File: src/rtl/hex_display_scan.sv
// hex_display_scan: 8-digit multiplexed 7-segment scanner for the HEX0 bus.
// A loaded value waits in a pending register and is committed only at a
// scan-frame wrap, so a frame never mixes two values.
// Optional build macro: LEADING_ZERO_BLANK_EN blanks digits above the most
// significant non-zero nibble of the committed value (digit 0 always shown).
module hex_display_scan #(
    parameter int unsigned DIV_WIDTH  = 16,
    parameter int unsigned DIGITS     = 8,
    parameter int unsigned ACTIVE_LOW = 1
) (
    input  logic                  clk_i,
    input  logic                  rst_i,
    input  logic [4*DIGITS-1:0]   data_i,
    input  logic                  load_i,
    output logic [DIGITS-1:0]     an_o,
    output logic [6:0]            seg_o,
    output logic                  pend_o,
    output logic                  frame_o
);

    localparam int unsigned DATA_W = 4 * DIGITS;
    localparam int unsigned IDX_W  = (DIGITS > 1) ? $clog2(DIGITS) : 1;
    localparam logic [DIV_WIDTH-1:0] CNT_MAX  = '1;
    localparam logic [IDX_W-1:0]     IDX_LAST = IDX_W'(DIGITS - 1);
    localparam logic                 POL      = (ACTIVE_LOW != 0);

    logic [DIV_WIDTH-1:0] cnt;
    logic [IDX_W-1:0]     idx;
    logic [DATA_W-1:0]    disp;
    logic [DATA_W-1:0]    pending;

    logic                 tick_c;
    logic                 wrap_c;
    logic [3:0]           nib_c;
    logic [6:0]           code_c;
    logic [6:0]           seg_c;
    logic [DIGITS-1:0]    an_c;
    logic                 blank_c;

    // Digit tick at prescaler terminal count; frame wrap on the last digit
    always_comb begin
        tick_c = (cnt == CNT_MAX);
        wrap_c = tick_c && (idx == IDX_LAST);
    end

    // Free-running prescaler and digit index
    always_ff @(posedge clk_i) begin
        if (rst_i) begin
            cnt <= '0;
            idx <= '0;
        end else begin
            cnt <= cnt + DIV_WIDTH'(1);
            if (tick_c) begin
                idx <= wrap_c ? '0 : idx + IDX_W'(1);
            end
        end
    end

    // Pending capture and frame-boundary commit; a load on the wrap cycle
    // commits the old pending value and queues the new one for next frame
    always_ff @(posedge clk_i) begin
        if (rst_i) begin
            disp    <= '0;
            pending <= '0;
            pend_o  <= 1'b0;
        end else begin
            if (wrap_c && pend_o) begin
                disp   <= pending;
                pend_o <= 1'b0;
            end
            if (load_i) begin
                pending <= data_i;
                pend_o  <= 1'b1;
            end
        end
    end

    // Select current nibble, one-hot digit enable and blanking decision
    always_comb begin
        nib_c   = 4'h0;
        an_c    = '0;
        blank_c = 1'b0;
        for (int i = 0; i < int'(DIGITS); i++) begin
            if (idx == IDX_W'(i)) begin
                nib_c   = disp[4*i +: 4];
                an_c[i] = 1'b1;
            end
        end
`ifdef LEADING_ZERO_BLANK_EN
        begin
            logic [IDX_W-1:0] msd;
            msd = '0;
            for (int i = 0; i < int'(DIGITS); i++) begin
                if (disp[4*i +: 4] != 4'h0) begin
                    msd = IDX_W'(i);
                end
            end
            blank_c = (idx > msd);
        end
`else
        blank_c = 1'b0;
`endif
    end

    // Hex to active-high segment code, bit0 = a
    always_comb begin
        code_c = 7'h00;
        case (nib_c)
            4'h0: code_c = 7'h3F;
            4'h1: code_c = 7'h06;
            4'h2: code_c = 7'h5B;
            4'h3: code_c = 7'h4F;
            4'h4: code_c = 7'h66;
            4'h5: code_c = 7'h6D;
            4'h6: code_c = 7'h7D;
            4'h7: code_c = 7'h07;
            4'h8: code_c = 7'h7F;
            4'h9: code_c = 7'h6F;
            4'hA: code_c = 7'h77;
            4'hB: code_c = 7'h7C;
            4'hC: code_c = 7'h39;
            4'hD: code_c = 7'h5E;
            4'hE: code_c = 7'h79;
            4'hF: code_c = 7'h71;
            default: code_c = 7'h00;
        endcase
        seg_c = blank_c ? 7'h00 : code_c;
    end

    // Registered display outputs with selectable polarity
    always_ff @(posedge clk_i) begin
        if (rst_i) begin
            an_o    <= {DIGITS{POL}};
            seg_o   <= {7{POL}};
            frame_o <= 1'b0;
        end else begin
            an_o    <= an_c ^ {DIGITS{POL}};
            seg_o   <= seg_c ^ {7{POL}};
            frame_o <= wrap_c;
        end
    end

endmodule

File: config.mk
export PLATFORM = sky130hd
export DESIGN_NAME = hex_display_scan
export DESIGN_NICKNAME = d
export VERILOG_FILES = /design/src/rtl/hex_display_scan.sv
export SDC_FILE = /design/constraint.sdc
export NUM_CORES = 1
export LEC_CHECK = 0
export BUFFER_PORTS_ARGS = -buffer_cell sky130_fd_sc_hd__buf_2
export CAP_MARGIN = 30
export CORE_MARGIN = 1
export CORE_UTILIZATION = 50
export CTS_CLUSTER_SIZE = 12
export DETAILED_ROUTE_END_ITERATION = 10
export PLACE_DENSITY = 0.77
export SLEW_MARGIN = 20
export SYNTH_ARGS = -nofsm -noshare
export SYNTH_HDL_FRONTEND = slang
export SYNTH_SLANG_ARGS = --single-unit
File: constraint.sdc
create_clock -name clk_i -period 7.65 [get_ports clk_i]
set_input_delay 0 -clock clk_i [delete_from_list [all_inputs] [get_ports clk_i]]
set_output_delay 0 -clock clk_i [all_outputs]
set_load 0.1 [all_outputs]
### Word-level counts from Yosys, hierarchy flattened

Memory sizes are Yosys's and may differ from the RTL's.
Index checks and enable logic that the tools add are counted.

* ROM bits: 112
* memories: 1
* flip-flop bits (word level): 100

* mux-type cells: 19
* reductions and logical operators: 4
* $add $sub $neg: 2
* equality and inequality tests: 8
* bitwise logic cells: 2

Memory list
* (no name shown): words 16, width 7, read ports 1, clocked after Yosys merged registers in 0, wr ports 0, line 108 `case (nib_c)`

Operators with widths (number)
* 4-bit two-way mux: 8
* 16-bit by 1-bit adder with 16-bit output (second input constant): 1
* 16-bit == test (second input constant): 1
* 3-bit == test (second input constant): 4
* 1-bit two-way mux: 10
* 8-bit NOT: 1
* 7-bit NOT: 1
* 3-bit by 2-bit == test with 1-bit output (second input constant): 2
* 3-bit by 1-bit adder with 3-bit output (second input constant): 1
* 3-bit by 1-bit == test with 1-bit output (second input constant): 1
* 3-bit logical NOT: 1
* 3-bit two-way mux: 1
* 1-bit logical AND: 2
* 2-bit nonzero test: 1

### Depth between registers and ports, before layout

Gate-level depths: netlist (run 1).
An unclocked memory read counts as a cell.

* depth after elaboration: 11
* gate-level depth with buffers: 14
* gate-level depth less buffers: 12

### Worst setup path before layout (run 1)

No wires, ideal clock.

* path kind: reg2reg
* start point: register idx[2]
* end point: register seg_o[6]
* arrival: 2662 ps
* required time: 7530 ps
* path buffers: 1
* setup time: 120 ps
* setup slack: 4868 ps
* stages on the path, launching flop included: 12
* cell sequence: dfxtp_1 > buf_4 > inv_1 > ha_1 > or2_2 > a221oi_1 > o22ai_1 > a2bb2oi_1 > inv_1 > ha_1 > mux2_2 > a211o_1

* cells in the longest elaborated chain, start to end: 11
* elaborated cells between the ends (all ways): 18

Ends and longest elaborated chain
* start: declaration: line 28 `logic [IDX_W-1:0] idx;`
* start signal: assignment: line 54 `idx <= wrap_c ? '0 : idx + IDX_W'(1);`
* 3-bit logical NOT: line 84 `if (idx == IDX_W'(i)) begin`
* 4-bit two-way mux (7 in series): line 84
* 4-bit two-way mux (*): line 84
* memory read 16 x 7 bit (*)
* 7-bit NOT (no source line) (*)
* end signal: assignment: line 134 `seg_o <= {7{POL}};`
* end signal: assignment: line 138 `seg_o <= seg_c ^ {7{POL}};`
* end: declaration: line 16 `output logic [6:0] seg_o,`

Every way passes the cells marked *; elsewhere a longest branch is shown, timed or not.
A chain may end at the register's enable or synchronous reset.

### Worst setup path after layout (run 1)

Ends and elaborated chain as after synthesis.

==> key figures, run 1 <==
Drt
  – 1st-pass router iterations: 4
  – 1st-iter DRT viols: 213
  – DRC viols: 0
  – DR vias: 3340
  – Post-DRT Antenna Nets: 0
  – Vias per inst: ~5.2
  – Drt wl/cell: about 13 um
  – Routed wire length: 8260 um

Timing
  – Pins Over Slew Limit: 0
  – RSZ-0062 raised after global routing: no
  – Fin Setup TNS: 0 ps
  – Least-Margin Pin Slew: between 900 and 1000 ps
  – Final Hold Viols: 0
  – Max Clk Rate: 313 MHz
  – Slew HR: between 30% and 40%
  – Setup-failing EPs final: 0
  – Final Cycle Share: 41.7%
  – Tmin final: 3190 ps
  – Fin Clk Skew: approximately 14 ps

Cells and area
  – Ant. Diodes: 0
  – Core Util, Final: around three fifths
  – Fin cells: 648
  – Final Net Count: between 500 and 600
  – Area growth syn-to-layout: 19.0%
  – Layout cell share with drive strength beyond 1: between 10% and 20%

Global routing
  – GRT Util Overall: roughly a fifth
  – Largest net degree at the start of global routing: 95
  – Grt met1 use: between 20% and 30%
  – First-pass GRT wire length: 14500 um
  – Top Usage Layer GRT: met2
  – Vias in the first global route: 3262
  – GR Util met2: 34.3%
  – Met3 usage: around 3.2%
  – Total congestion overflow: 0
  – Initial antenna violation count: 0

Synthesis
  – Yosys top cell by area: dfxtp_1
  – Register area share after synthesis: a little under half
  – Yosys cell types: 46
  – Mapped Cells: 472
  – Compound-Gate Fraction of Synth Area: 12.9%
  – Synth async-reset ratio: 0%
  – Most frequent cell after synthesis: dfxtp_1
  – Post-synth EDFFs: 0
  – Synth Area in Adders: 4.16%
  – Main synth FF type: dfxtp_1
  – Synth Register Bits: 100
  – Syn Nets: 521
  – Post-synth top cells: dfxtp_1 (100), nand2_1 (84), nor2_1 (51), a21oi_1 (43), mux2i_1 (35)
  – Mux contribution to synthesized area: 8.59%
  – Largest family of logic cells by synthesized area: simple AND/OR/NAND/NOR gates
  – Post-Syn Area per Cell: 8.91 sq um
  – Post-synth top area share: a little under half
  – Ys Warns: 0
  – Simple-gate share of the synthesized area: 19.0%
  – Xor/xnor share of the synthesized area: 2.08%
  – Top cells by area, synth: dfxtp_1 (48%), mux2i_1 (8.3%), nand2_1 (7.5%), a21oi_1 (5.1%), nor2_1 (4.5%)
  – Post-synthesis cell area: approximately 4200 sq um

Pwr
  – Leak: 0.00199 uW
  – Power density cells: 191 nW/um^2
  – Max VDD drop: between 0.0001 and 0.00015 V

Clocking
  – CTS tree: done
  – H-tree Lvls: 3
  – Post-CTS Repair Setup Buffers: 0
  – Clk sink count: 100
  – Cts bufs inserted: 9
  – Root Buffer Master: clkbuf_8
  – Clock tree buffer depth: 2
  – Worst skew pair latency: 360 ps
  – Reg clk slew, reported paths: about 100 ps

Floorplanning
  – Die H: 93.7 um
  – Die X: 93.7 um
  – Ports: 52
  – Die area: 8790 sq um
  – Core ar.: 8180 sq um
  – Initial Utilization: 51.5%
  – Cell row count: 33

Critical path
  – Startpoint types: register
  – Flop2flop setup slack: 4460 ps
  – Crit Path Class: register to register
  – Worst EP required: between 7000 and 8000 ps
  – Worst Path Max Fanout: 15
  – CP endpoint kind: register
  – Crit path DAT: 3450 ps

Placement
  – # port buffers: 51
  – Placed Cells: 600
  – DP Wirelength: roughly 5500 um
  – GPL Wtd Cong: 0.886

Run status
  – Status: complete, no violations

Worst hold path
  – HP Class: primary input to register

Job
  – MaxCap Viol Count: 0
==> layer usage <==
layer / share of wire, % / wire length [um] / vias up
li1: - / - / 1728
met1: 48 / 3990 / 1545
met2: 47 / 3850 / 58
met3: 3.9 / 319 / 9
met4: 1.3 / 106 / 0
met5: 0 / 0 / -
==> final timing paths <==
check,startpoint,endpoint,depth (start not counted)
max reg2reg,idx[2],seg_o[6],10
min reg2reg,cnt[0],cnt[0],1
min,rst_i,pending[30],3
max,idx[2],seg_o[6],10
==> logic make-up (layout without fill, tap and decap cells) <==
logic type               Yosys count  after routing
buffers and inverters             48            119
adder cells (fa/ha/maj)           14             14
flip-flops                       100            100
XOR/XNOR                          10             10
AO/OA/AOI/OAI                     85             85
AND/OR/NAND/NOR                  179            179
multiplexers                      36             36
==> area by class of cell <==
type	instances	area, sq um
fill	701	3170
sequential	100	2000
multi-input combinational	324	1970
timing repair buffer	87	642
clock buffer	14	173
tap	105	131
inverter	17	63.8
clock inverter	1	30.0
==> worst max-delay path, stage by stage (launching register included) <==
cell       delay (ps)
dfxtp_1           600
inv_1             180
ha_1              330
a21oi_1           180
a21oi_1            60
a211oi_1          240
a2bb2oi_1         490
inv_1             170
ha_1              300
mux2_2            280
a211o_1           290
==> state kept, by name (all words and copies together) (netlist names) <==
name,cells
an_o,8
pending,32
disp,32
idx,3
frame_o,1
cnt,16
pend_o,1
seg_o,7
==> cell usage in the layout, fill, tap and decap left out, types with 2 or more instances in the layout <==
| cell | n |
|---|---|
| o221ai_1 | 2 |
| a21oi_2 | 9 |
| ha_1 | 14 |
| clkbuf_1 | 2 |
| a221oi_1 | 5 |
| nor3_1 | 6 |
| a21oi_1 | 43 |
| or3_1 | 4 |
| a211oi_1 | 4 |
| nor3b_1 | 2 |
| xnor2_1 | 5 |
| nand2_1 | 84 |
| clkbuf_8 | 12 |
| dfxtp_1 | 100 |
| o21ai_0 | 9 |
| a2bb2oi_1 | 4 |
| inv_1 | 17 |
| and3_1 | 4 |
| nand3_1 | 14 |
| xor2_1 | 5 |
| buf_2 | 51 |
| a221o_1 | 2 |
| mux2i_1 | 35 |
| nand3b_1 | 4 |
| dlygate4sd3_1 | 32 |
| nor2_1 | 51 |
==> through the flow <==
stage	setup WS (ps)	total power, uW	area, sq um	hold WS, ps
2_1_floorplan	4870	597	4210	147
3_3_place_gp	4600	613	4430	233
3_5_place_dp	4450	614	4470	242
4_1_cts	4450	966	4990	364
5_1_grt	4140	996	5010	188
6_report	4460	959	5010	166
==> power by group <==
group / internal (uW) / switching, uW
Combinational: 32.4 / 42.5
Sequential: 534 / 7.31
Clock: 177 / 166
==> what timing repair did <==
item,CTS,global route
hold buffers,32,0
resized for setup,0,0
endpoints found under the hold margin,32,0
endpoints found under the setup margin,0,0
(Power assumes the default switching activity.)
==> run 2: changes to the inputs <==
PLACE_DENSITY = 0.8   (was 0.77)
clock period = 2.65 ns   (was 7.65 ns; I/O delays follow)
==> key figures, run 2 (synthesis gave the netlist of run 1 again) <==
Drt
  – Drt wl/cell: around 13 um
  – Routed wire length: 8820 um
  – 1st-iter DRT viols: 129
  – Vias per inst: 5.18
  – DR vias: about 3400
  – 1st-pass router iterations: 5
  – DRC viols: 0
  – Post-DRT Antenna Nets: 0

Cells and area
  – Top Registers: disp: 32 flops, pending: 32 flops, cnt: 16 flops
  – Area growth syn-to-layout: 23.3%
  – Ant. Diodes: 0
  – Most frequent cells in the layout: dfxtp_1 (99), nand2_1 (84), nor2_1 (51), buf_2 (51), a21oi_1 (43)
  – Fill cells: 708
  – Commonest non-fill, non-tap cell in the layout: dfxtp_1
  – Final Net Count: approximately 600
  – Post-Layout Inst Area: slightly above 5000 sq um
  – Layout cell share with drive strength beyond 1: approximately a fifth
  – Core Util, Final: between 60% and 70%

Floorplanning
  – Die H: approximately 94 um
  – Die area: 8790 sq um
  – Ports: 52
  – Initial Utilization: between 50% and 60%
  – Die X: 93.7 um
  – Core ar.: 8180 sq um
  – Cell row count: 33

Placement
  – GPL Wtd Cong: 0.893
  – DP Wirelength: between 5000 and 6000 um
  – Pre-CTS setup slack: 43.9 ps
  – DP Area: 4570 sq um
  – # port buffers: about 50

Clocking
  – H-tree Lvls: 3
  – Root Buffer Master: clkbuf_8
  – Post-CTS Repair Setup Buffers: 0
  – Worst skew pair latency: 360 ps
  – Clock tree buffer depth: 2
  – CTS tree: done
  – Reg clk slew, reported paths: about 90 ps
  – Clk sink count: 100
  – Cts bufs inserted: 9

Global routing
  – Total congestion overflow: 0
  – Initial antenna violation count: 0
  – GRT Util Overall: 21.5%
  – First-pass GRT wire length: around 15000 um
  – Largest net degree at the start of global routing: 50
  – Vias in the first global route: between 3000 and 4000

Run status
  – Status: complete, no violations

Critical path
  – CP max stage delay: 350 ps
  – CP endpoint kind: register
  – Cell mode on critical path: ha_1
  – Worst Path Max Fanout: 5
  – Critical path, cell by cell: ha_1, ha_2, or2_2, a21oi_1, a211oi_2, a2bb2oi_2, buf_4, ha_1, mux2_2, a211o_1
  – Crit Path Class: register to register
  – Worst EP required: ~2900 ps
  – Startpoint types: register
  – WP buf/inv: 1
  – Crit path DAT: 2820 ps
  – Top delay family on crit path: compound AO/OA/AOI/OAI gates
  – Slowest-stage cell, CP: dfxtp_2

Timing
  – Fin Clk Skew: 7.05 ps
  – Tmin final: 2570 ps
  – Final Hold Viols: 0
  – Setup-failing EPs final: 0
  – Max Clk Rate: slightly below 400 MHz
  – Fin Setup TNS: 0 ps
  – Final Cycle Share: a little over nine tenths
  – Slew HR: 35.9%
  – Least-Margin Pin Slew: 961 ps
  – Final worst slack: 78.0 ps
  – Final hold slack: 382 ps
  – Pins Over Slew Limit: 0

Pwr
  – Leak: between 0.002 and 0.0025 uW
  – Max VDD drop: between 0.0003 and 0.0004 V
  – Power density cells: 555 nW/um^2

Job
  – MaxCap Viol Count: 0

Worst hold path
  – HP Class: primary input to register
## run 2: changes by cell type in the layout (fill, tap and decap cells not counted), moves of 2 or more
cell       before  now
a2bb2oi_1       4    2
clkbuf_1        2    0
buf_4           1   16
ha_2            0    3
a211oi_2        0    2
ha_1           14   11
a2bb2oi_2       0    2
a211oi_1        4    2
## run 2: worst reg2reg max path, delay by kind of cell, from the launching register on
kind	cells	cell delay (ps)
mux	1	270
flops	1	350
buf+inv	1	160
compound gates	4	730
fa+ha+maj	3	630
simple gates	1	330
## run 2: layer usage
metal | global-route usage [%] | routed length, um | part of all wire, %
met4 | 9.23 | 182 | 2.1
met1 | 27.0 | 4050 | 46
met2 | 36.2 | 4320 | 49
met5 | 0 | 0 | 0
met3 | 3.64 | 268 | 3.0
## run 2: final cells by class
class	instances	area [sq um]	share of cell area, %
Tap cell	105	131	2.53
Sequential cell	100	2000	38.6
Timing Repair Buffer	101	726	14.0
Inverter	17	63.8	1.23
Clock inverter	3	68.8	1.33
Clock buffer	12	165	3.18
Multi-Input combinational cell	324	2030	39.1
## run 2: power breakdown
part           internal (uW)  total, uW  switching, uW  leakage, uW
registers               1540       1560           20.8     0.000816
logic                   93.1        217            124      0.00115
clock network            606       1100            495     0.000119
total                   2240       2880            640      0.00208
## run 2: per-stage QoR
step,cells,total power (uW)
2_1_floorplan,472,1720
6_report,662,2880
4_1_cts,662,2910
3_5_place_dp,614,1780
3_3_place_gp,614,1770
5_1_grt,662,2980
## run 2: final timing paths
kind,startpoint,end,slack (ps),depth (start not counted)
max,idx[0],seg_o[6],80,10
min,load_i,pending[31],380,3
max reg2reg,idx[0],seg_o[6],80,10
min reg2reg,cnt[0],cnt[0],460,1
## run 2: what timing repair did
| item | CTS | global route |
|---|---|---|
| hold buffers | 33 | 0 |
| endpoints found under the setup margin | 0 | 7 |
| endpoints found under the hold margin | 38 | 0 |
| gates resized for setup | 0 | 12 |
